**config.mk**
```make
export PLATFORM = sky130hd
export DESIGN_NAME = arp_rx_parse
export DESIGN_NICKNAME = d
export VERILOG_FILES = /design/src/rtl/arp_pkg.sv /design/src/rtl/sat_counter.sv /design/src/rtl/arp_rx_parse.sv
export SDC_FILE = /design/constraint.sdc
export NUM_CORES = 1
export LEC_CHECK = 0
export ABC_CLOCK_PERIOD_IN_PS = 2900
export CAP_MARGIN = 20
export CORE_MARGIN = 5
export CORE_UTILIZATION = 46
export CTS_CLUSTER_DIAMETER = 200
export DETAILED_ROUTE_END_ITERATION = 6
export GPL_TIMING_DRIVEN = 0
export PLACE_DENSITY = 0.8
export SYNTH_ARGS = -nofsm -noshare
export SYNTH_HDL_FRONTEND = slang
export SYNTH_HIERARCHICAL = 1
export SYNTH_SLANG_ARGS = --single-unit
```
**constraint.sdc**
```tcl
create_clock -name clk -period 2.9 [get_ports clk]
set_clock_uncertainty 0.15 [all_clocks]
set_input_delay 0.87 -clock clk [delete_from_list [all_inputs] [get_ports clk]]
set_output_delay 0.87 -clock clk [all_outputs]
set_load 0.01 [all_outputs]
```
**src/rtl/arp_pkg.sv**
```systemverilog
// Shared ARP constants and helpers used by the receive parser (and arp_send).
package arp_pkg;

  localparam logic [15:0] ARP_HTYPE_ETH    = 16'h0001;
  localparam logic [15:0] ARP_PTYPE_IPV4   = 16'h0800;
  localparam logic [7:0]  ARP_HLEN         = 8'h06;
  localparam logic [7:0]  ARP_PLEN         = 8'h04;
  localparam logic [15:0] ARP_OPER_REQUEST = 16'h0001;
  localparam logic [15:0] ARP_OPER_REPLY   = 16'h0002;
  localparam int          ARP_WORDS        = 7;

  // Index of the final (TPA) word of the payload.
  localparam logic [2:0]  ARP_LAST_WORD    = 3'(ARP_WORDS - 1);

  typedef enum logic [0:0] {
    ST_RX      = 1'b0,
    ST_DISCARD = 1'b1
  } rx_state_e;

  // Only request and reply opcodes are accepted.
  function automatic logic oper_valid(input logic [15:0] oper);
    return (oper == ARP_OPER_REQUEST) || (oper == ARP_OPER_REPLY);
  endfunction

endpackage

```
**src/rtl/sat_counter.sv**
```systemverilog
// Saturating up-counter: increments on inc, sticks at all-ones.
module sat_counter #(
  parameter int COUNT_W = 16
) (
  input  logic               clk,
  input  logic               reset_n,
  input  logic               inc,
  output logic [COUNT_W-1:0] count
);

  logic [COUNT_W-1:0] count_q;
  logic [COUNT_W-1:0] count_d;

  // Next count: +1 unless already saturated.
  always_comb begin
    count_d = count_q;
    if (inc && (count_q != {COUNT_W{1'b1}})) begin
      count_d = count_q + {{(COUNT_W-1){1'b0}}, 1'b1};
    end else begin
      count_d = count_q;
    end
  end

  // Count register.
  always_ff @(posedge clk or negedge reset_n) begin
    if (!reset_n) begin
      count_q <= {COUNT_W{1'b0}};
    end else begin
      count_q <= count_d;
    end
  end

  assign count = count_q;

endmodule

```
**src/rtl/arp_rx_parse.sv**
```systemverilog
// Receive-side ARP payload parser: validates fixed fields, feeds the ARP
// cache and raises a held reply request for requests aimed at local_ip_in.
module arp_rx_parse
  import arp_pkg::*;
#(
  parameter int COUNT_W   = 16,
  parameter bit LEARN_ALL = 1'b0
) (
  input  logic               clk,
  input  logic               reset_n,
  input  logic [31:0]        local_ip_in,
  input  logic [31:0]        arp_tdata_in,
  input  logic               arp_tvalid_in,
  input  logic [3:0]         arp_tkeep_in,
  input  logic               arp_tlast_in,
  output logic               arp_tready_out,
  output logic [31:0]        remote_ip_addr_out,
  output logic [47:0]        remote_mac_addr_out,
  output logic               reply_en_out,
  input  logic               reply_ack_in,
  output logic               cache_wr_en_out,
  output logic [31:0]        cache_ip_out,
  output logic [47:0]        cache_mac_out,
  output logic [COUNT_W-1:0] rx_ok_count_out,
  output logic [COUNT_W-1:0] rx_drop_count_out
);

  rx_state_e   state_q, state_d;
  logic [2:0]  word_cnt_q, word_cnt_d;
  logic        err_q, err_d;
  logic [15:0] oper_q, oper_d;
  logic [47:0] sha_q, sha_d;
  logic [31:0] spa_q, spa_d;
  logic        tready_q;
  logic        reply_en_q, reply_en_d;
  logic [31:0] remote_ip_q, remote_ip_d;
  logic [47:0] remote_mac_q, remote_mac_d;
  logic        cache_wr_q, cache_wr_d;
  logic [31:0] cache_ip_q, cache_ip_d;
  logic [47:0] cache_mac_q, cache_mac_d;

  logic beat_s, rx_beat_s, word_err_s, err_all_s, at_last_s;
  logic decide_s, tpa_match_s, qual_s, ack_clear_s, overrun_s;
  logic ok_inc_s, drop_inc_s;

  assign beat_s      = arp_tvalid_in & tready_q;
  assign rx_beat_s   = beat_s & (state_q == ST_RX);
  assign at_last_s   = (word_cnt_q == ARP_LAST_WORD);
  assign err_all_s   = err_q | word_err_s;
  assign tpa_match_s = (arp_tdata_in == local_ip_in);
  assign decide_s    = rx_beat_s & at_last_s & arp_tlast_in & ~err_all_s;
  assign qual_s      = decide_s & (oper_q == ARP_OPER_REQUEST) & tpa_match_s;
  assign ack_clear_s = reply_ack_in & reply_en_q;
  // A pending reply that is not being acked this cycle blocks a new one.
  assign overrun_s   = qual_s & reply_en_q & ~ack_clear_s;

  // Fixed-field checks on the beat currently presented.
  always_comb begin
    word_err_s = 1'b0;
    case (word_cnt_q)
      3'd0:    word_err_s = (arp_tdata_in != {ARP_HTYPE_ETH, ARP_PTYPE_IPV4});
      3'd1:    word_err_s = (arp_tdata_in[31:16] != {ARP_HLEN, ARP_PLEN}) ||
                            !oper_valid(arp_tdata_in[15:0]);
      default: word_err_s = 1'b0;
    endcase
    if (arp_tkeep_in != 4'hf) begin
      word_err_s = 1'b1;
    end else begin
      word_err_s = word_err_s;
    end
  end

  // Next-state logic: word position, error accumulation, discard of long packets.
  always_comb begin
    state_d    = state_q;
    word_cnt_d = word_cnt_q;
    err_d      = err_q;
    case (state_q)
      ST_RX: begin
        if (!beat_s) begin
          state_d = ST_RX;
        end else if (arp_tlast_in) begin
          word_cnt_d = 3'd0;
          err_d      = 1'b0;
        end else if (at_last_s) begin
          state_d    = ST_DISCARD;
          word_cnt_d = 3'd0;
          err_d      = 1'b0;
        end else begin
          word_cnt_d = word_cnt_q + 3'd1;
          err_d      = err_all_s;
        end
      end
      ST_DISCARD: begin
        word_cnt_d = 3'd0;
        err_d      = 1'b0;
        if (beat_s && arp_tlast_in) begin
          state_d = ST_RX;
        end else begin
          state_d = ST_DISCARD;
        end
      end
      default: begin
        state_d    = ST_RX;
        word_cnt_d = 3'd0;
        err_d      = 1'b0;
      end
    endcase
  end

  // Output logic: field capture, decision, reply handshake and counter strobes.
  always_comb begin
    oper_d       = oper_q;
    sha_d        = sha_q;
    spa_d        = spa_q;
    reply_en_d   = reply_en_q;
    remote_ip_d  = remote_ip_q;
    remote_mac_d = remote_mac_q;
    cache_ip_d   = cache_ip_q;
    cache_mac_d  = cache_mac_q;

    if (rx_beat_s) begin
      case (word_cnt_q)
        3'd1: oper_d = arp_tdata_in[15:0];
        3'd2: sha_d[47:16] = arp_tdata_in;
        3'd3: begin
          sha_d[15:0]  = arp_tdata_in[31:16];
          spa_d[31:16] = arp_tdata_in[15:0];
        end
        3'd4: spa_d[15:0] = arp_tdata_in[31:16];
        default: oper_d = oper_q;
      endcase
    end else begin
      oper_d = oper_q;
    end

    cache_wr_d = decide_s & (LEARN_ALL | tpa_match_s);
    if (cache_wr_d) begin
      cache_ip_d  = spa_q;
      cache_mac_d = sha_q;
    end else begin
      cache_ip_d  = cache_ip_q;
      cache_mac_d = cache_mac_q;
    end

    // Ack clears first, so a coincident new request can relatch.
    if (ack_clear_s) begin
      reply_en_d = 1'b0;
    end else begin
      reply_en_d = reply_en_q;
    end
    if (qual_s && !overrun_s) begin
      reply_en_d   = 1'b1;
      remote_ip_d  = spa_q;
      remote_mac_d = sha_q;
    end else begin
      remote_ip_d  = remote_ip_q;
      remote_mac_d = remote_mac_q;
    end

    ok_inc_s   = decide_s & ~overrun_s;
    drop_inc_s = (rx_beat_s & arp_tlast_in & (~at_last_s | err_all_s)) |
                 (rx_beat_s & ~arp_tlast_in & at_last_s) |
                 overrun_s;
  end

  // State and output registers.
  always_ff @(posedge clk or negedge reset_n) begin
    if (!reset_n) begin
      state_q      <= ST_RX;
      word_cnt_q   <= 3'd0;
      err_q        <= 1'b0;
      oper_q       <= 16'h0000;
      sha_q        <= 48'h0;
      spa_q        <= 32'h0;
      tready_q     <= 1'b0;
      reply_en_q   <= 1'b0;
      remote_ip_q  <= 32'h0;
      remote_mac_q <= 48'h0;
      cache_wr_q   <= 1'b0;
      cache_ip_q   <= 32'h0;
      cache_mac_q  <= 48'h0;
    end else begin
      state_q      <= state_d;
      word_cnt_q   <= word_cnt_d;
      err_q        <= err_d;
      oper_q       <= oper_d;
      sha_q        <= sha_d;
      spa_q        <= spa_d;
      tready_q     <= 1'b1;
      reply_en_q   <= reply_en_d;
      remote_ip_q  <= remote_ip_d;
      remote_mac_q <= remote_mac_d;
      cache_wr_q   <= cache_wr_d;
      cache_ip_q   <= cache_ip_d;
      cache_mac_q  <= cache_mac_d;
    end
  end

  sat_counter #(.COUNT_W(COUNT_W)) u_ok_cnt (
    .clk     (clk),
    .reset_n (reset_n),
    .inc     (ok_inc_s),
    .count   (rx_ok_count_out)
  );

  sat_counter #(.COUNT_W(COUNT_W)) u_drop_cnt (
    .clk     (clk),
    .reset_n (reset_n),
    .inc     (drop_inc_s),
    .count   (rx_drop_count_out)
  );

  assign arp_tready_out      = tready_q;
  assign remote_ip_addr_out  = remote_ip_q;
  assign remote_mac_addr_out = remote_mac_q;
  assign reply_en_out        = reply_en_q;
  assign cache_wr_en_out     = cache_wr_q;
  assign cache_ip_out        = cache_ip_q;
  assign cache_mac_out       = cache_mac_q;

endmodule
```
==> metrics.txt <==
Mapped Area=around 0.012 mm^2; vias=between 8000 and 9000; largest net degree at the start of global routing=102; Residual DRC=0; sequence of cells on the critical path=buf_4, xor2_4, nor4_4, nand4_1, or3_4, o31ai_4, buf_6, nand4_1, nor4_4, and4b_1, a21oi_1; sequential share of the synthesized area=0.6056; status=finished, violations left; Hold Crit Class=input port to asynchronous set/reset pin; Pwr Total=roughly 0.010 W; Max Cap Viol=0; max-slew violations=0; final worst path period share=1.038; setup violators final=4; Reg clk slew, reported paths=approximately 0.060 ns; HPWL Detailed=23450 um; Slew @ Worst Pin=0.8035 ns; total grt overflow=0; critical path required time=between 3 and 4 ns; TritonCTS Sinks=approximately 300; Routed Antenna Nets=0; CTS tree=done; layout cells sized above 1=0.3410; RSZ-0062 raised after global routing=true; CTS Root Cell=clkbuf_16; startpoint type of the worst setup path=input port; commonest non-fill, non-tap cell in the layout=dfrtp_1; Avg Synthesized Cell Area=15.01 um^2; global-route wire length before repair=approximately 52000 um; Final WS setup=-0.1113 ns; Worst Path Max Fanout=5; fmax=0.3321 GHz; initial antenna violation count=10; I/O Pins=roughly 270; die width=approximately 170 um; synthesis warning total=6; area leader, netlist=dfrtp_1; Setup crit end kind=register; std cell rows=between 50 and 60; vias per inst=about 5.5; VDD IR max=between 400 and 500 uV; crit-path leading delay family=simple AND/OR/NAND/NOR gates; Post-Syn Nets=~900; Worst EP arrival=3.29 ns; Leak=between 7 and 8 nW; 1st-pass router iterations=5; GRT Resource Usage Total=0.2173; Worst slew margin=0.4643; clk buf depth=3; synth top area cells=dfrtp_1 (61%), mux2_2 (16%), mux2_1 (7.5%); port bufs=between 200 and 300; Non-Filler Instances=roughly 1500; vias in the first global route=between 8000 and 9000; wire length per cell=approximately 23 um; library cells used by synthesis=46; failing checks=negative setup slack; Final min period=~3.0 ns; CP bufs+invs=2; critical path's largest stage delay=between 0.4 and 0.5 ns; Initial Utilization=0.4680; register bit total from synthesis=between 200 and 300; DRT Wirelength=between 30000 and 40000 um; TritonCTS Buffers=31; RD Place Congestion=0.8210; Fillers=1864; Crit Path Category=input port to register; Iteration-0 DRC Markers=between 700 and 800; CTS hold repair buffers=0; Final nets=1228; most frequent cells in the layout=dfrtp_1 (295), clkdlybuf4s50_1 (196), mux2_2 (176), mux2_1 (75), buf_4 (37); placed instance count=~1400; top-area cell type share of the netlist area=0.6056; core area=between 0.02 and 0.03 mm^2; PwrDens=just over 600 mW/mm^2; Die Ht=173.1 um; Cells after Synth=~820; Clock Latency Late Sink=0.56 ns; Fin. Hold Viols=0; slowest CP cell=or3_4; H-tree lvl count=1; Die Footprint=approximately 0.03 mm^2; Syn-to-layout area delta=39.77%
synthesized netlist by cell type, drive strengths merged:
library cell and count:
dfrtp 296, mux2 258, xor2 36, nor4 30, nand4 26, buf 21, nand2 16, nand3 14
nor2 14, a21oi 12, xnor2 11, o21a 10, a31oi 8, and4 6, clkbuf 6, nor3 6
and3 4, and4b 4, nor4b 4, o21ai 4, o31ai 4, and2 3, ha 3, nand2b 3
o211ai 3, a32oi 2, inv 2, nand4b 2, or3 2, a311oi 1, conb 1, nand3b 1
nor2b 1, nor3b 1
layer usage:
| metal | routed length, um | up-vias | track usage | part of all wire |
|---|---|---|---|---|
| met2 | 16840 | 283 | 0.3539 | 0.49 |
| met3 | 1958 | 86 | 0.04541 | 0.057 |
| met1 | 14530 | 4345 | 0.2863 | 0.42 |
| met4 | 1192 | 4 | 0.08879 | 0.035 |
| met5 | 19 | - | 0 | 0.00055 |
| li1 | - | 3693 | - | - |
repair_timing:
| action | CTS | global route |
|---|---|---|
| cloned | 0 | 5 |
| resized for setup | 221 | 158 |
| pin swaps | 14 | 35 |
| endpoints found under the setup margin | 193 | 186 |
| buffers inserted | 22 | 14 |
kinds of logic (layout without fill, tap and decap cells):
group	count (synthesis)	count (layout)	synth area share
flip-flops	296	296	0.6056
multiplexers	258	258	0.2375
AND/OR/NAND/NOR	137	137	0.07969
XOR/XNOR	47	47	0.03366
AO/OA/AOI/OAI	44	44	0.02547
buffers and inverters	29	387	0.01463
adder cells (fa/ha/maj)	3	3	0.003069
other	1	9	0.0003066
flip-flops by register name, indices dropped and copies added, names as in the netlist:
| signal | cells |
|---|---|
| remote_mac_addr_out | 48 |
| cache_mac_out | 48 |
| oper_q | 16 |
| u_ok_cnt/count | 16 |
| sha_q | 48 |
| word_cnt_q | 3 |
| cache_ip_out | 32 |
| u_drop_cnt/count | 16 |
| cache_wr_en_out | 1 |
| remote_ip_addr_out | 32 |
| reply_en_out | 1 |
| err_q | 1 |
| arp_tready_out | 1 |
| state_q | 1 |
| spa_q | 32 |
final timing paths:
kind                                        start                     end  slack [ns]  cells past startpoint
max in group asynchronous                 reset_n        cache_ip_out[13]        1.46                      2
hold / removal                            reset_n    u_drop_cnt/count[11]        0.18                      1
setup / recovery                  arp_tdata_in[6]    u_drop_cnt/count[15]       -0.11                     11
hold reg to reg            remote_ip_addr_out[25]  remote_ip_addr_out[25]        0.33                      1
setup reg to reg                    word_cnt_q[0]    u_drop_cnt/count[15]        0.02                     10
min in group clk           remote_ip_addr_out[25]  remote_ip_addr_out[25]        0.33                      1
power breakdown:
group	total (W)	internal (W)	switching, W
sequential	0.00526	0.00475	0.000514
clock	0.00392	0.00232	0.00161
combinational	0.00118	0.000684	0.000499
stage by stage:
stage          worst slack, ns  setup TNS [ns]  hold slack [ns]  instance area [um^2]    util
5_1_grt                -0.1923          -1.885           0.2207                 17100  0.6542
3_5_place_dp            -1.636         -314.14           0.3237                 15410  0.5896
6_report               -0.1113         -0.2268           0.1804                 17100  0.6542
3_3_place_gp            -11.75        -3790.80           0.3168                 15350  0.5873
2_1_floorplan          -0.1961          -1.483           0.3208                 12270       -
4_1_cts               0.003048               0           0.2130                 16620  0.6359
cell type report:
type / instances / area (um^2) / share of cell area
diodes: 8 / 20.02 / 0.001171
plain buffers: 25 / 195.2 / 0.01142
clock buffers: 46 / 942.2 / 0.05511
clock inverters: 8 / 77.57 / 0.004538
inverters: 2 / 7.507 / 0.0004391
multi-input cells: 490 / 5047 / 0.2953
flip-flops and latches: 296 / 7408 / 0.4334
well taps: 335 / 419.2 / 0.02452
repair buffers: 306 / 2978 / 0.1742
Power figures use the tool's default switching activity.
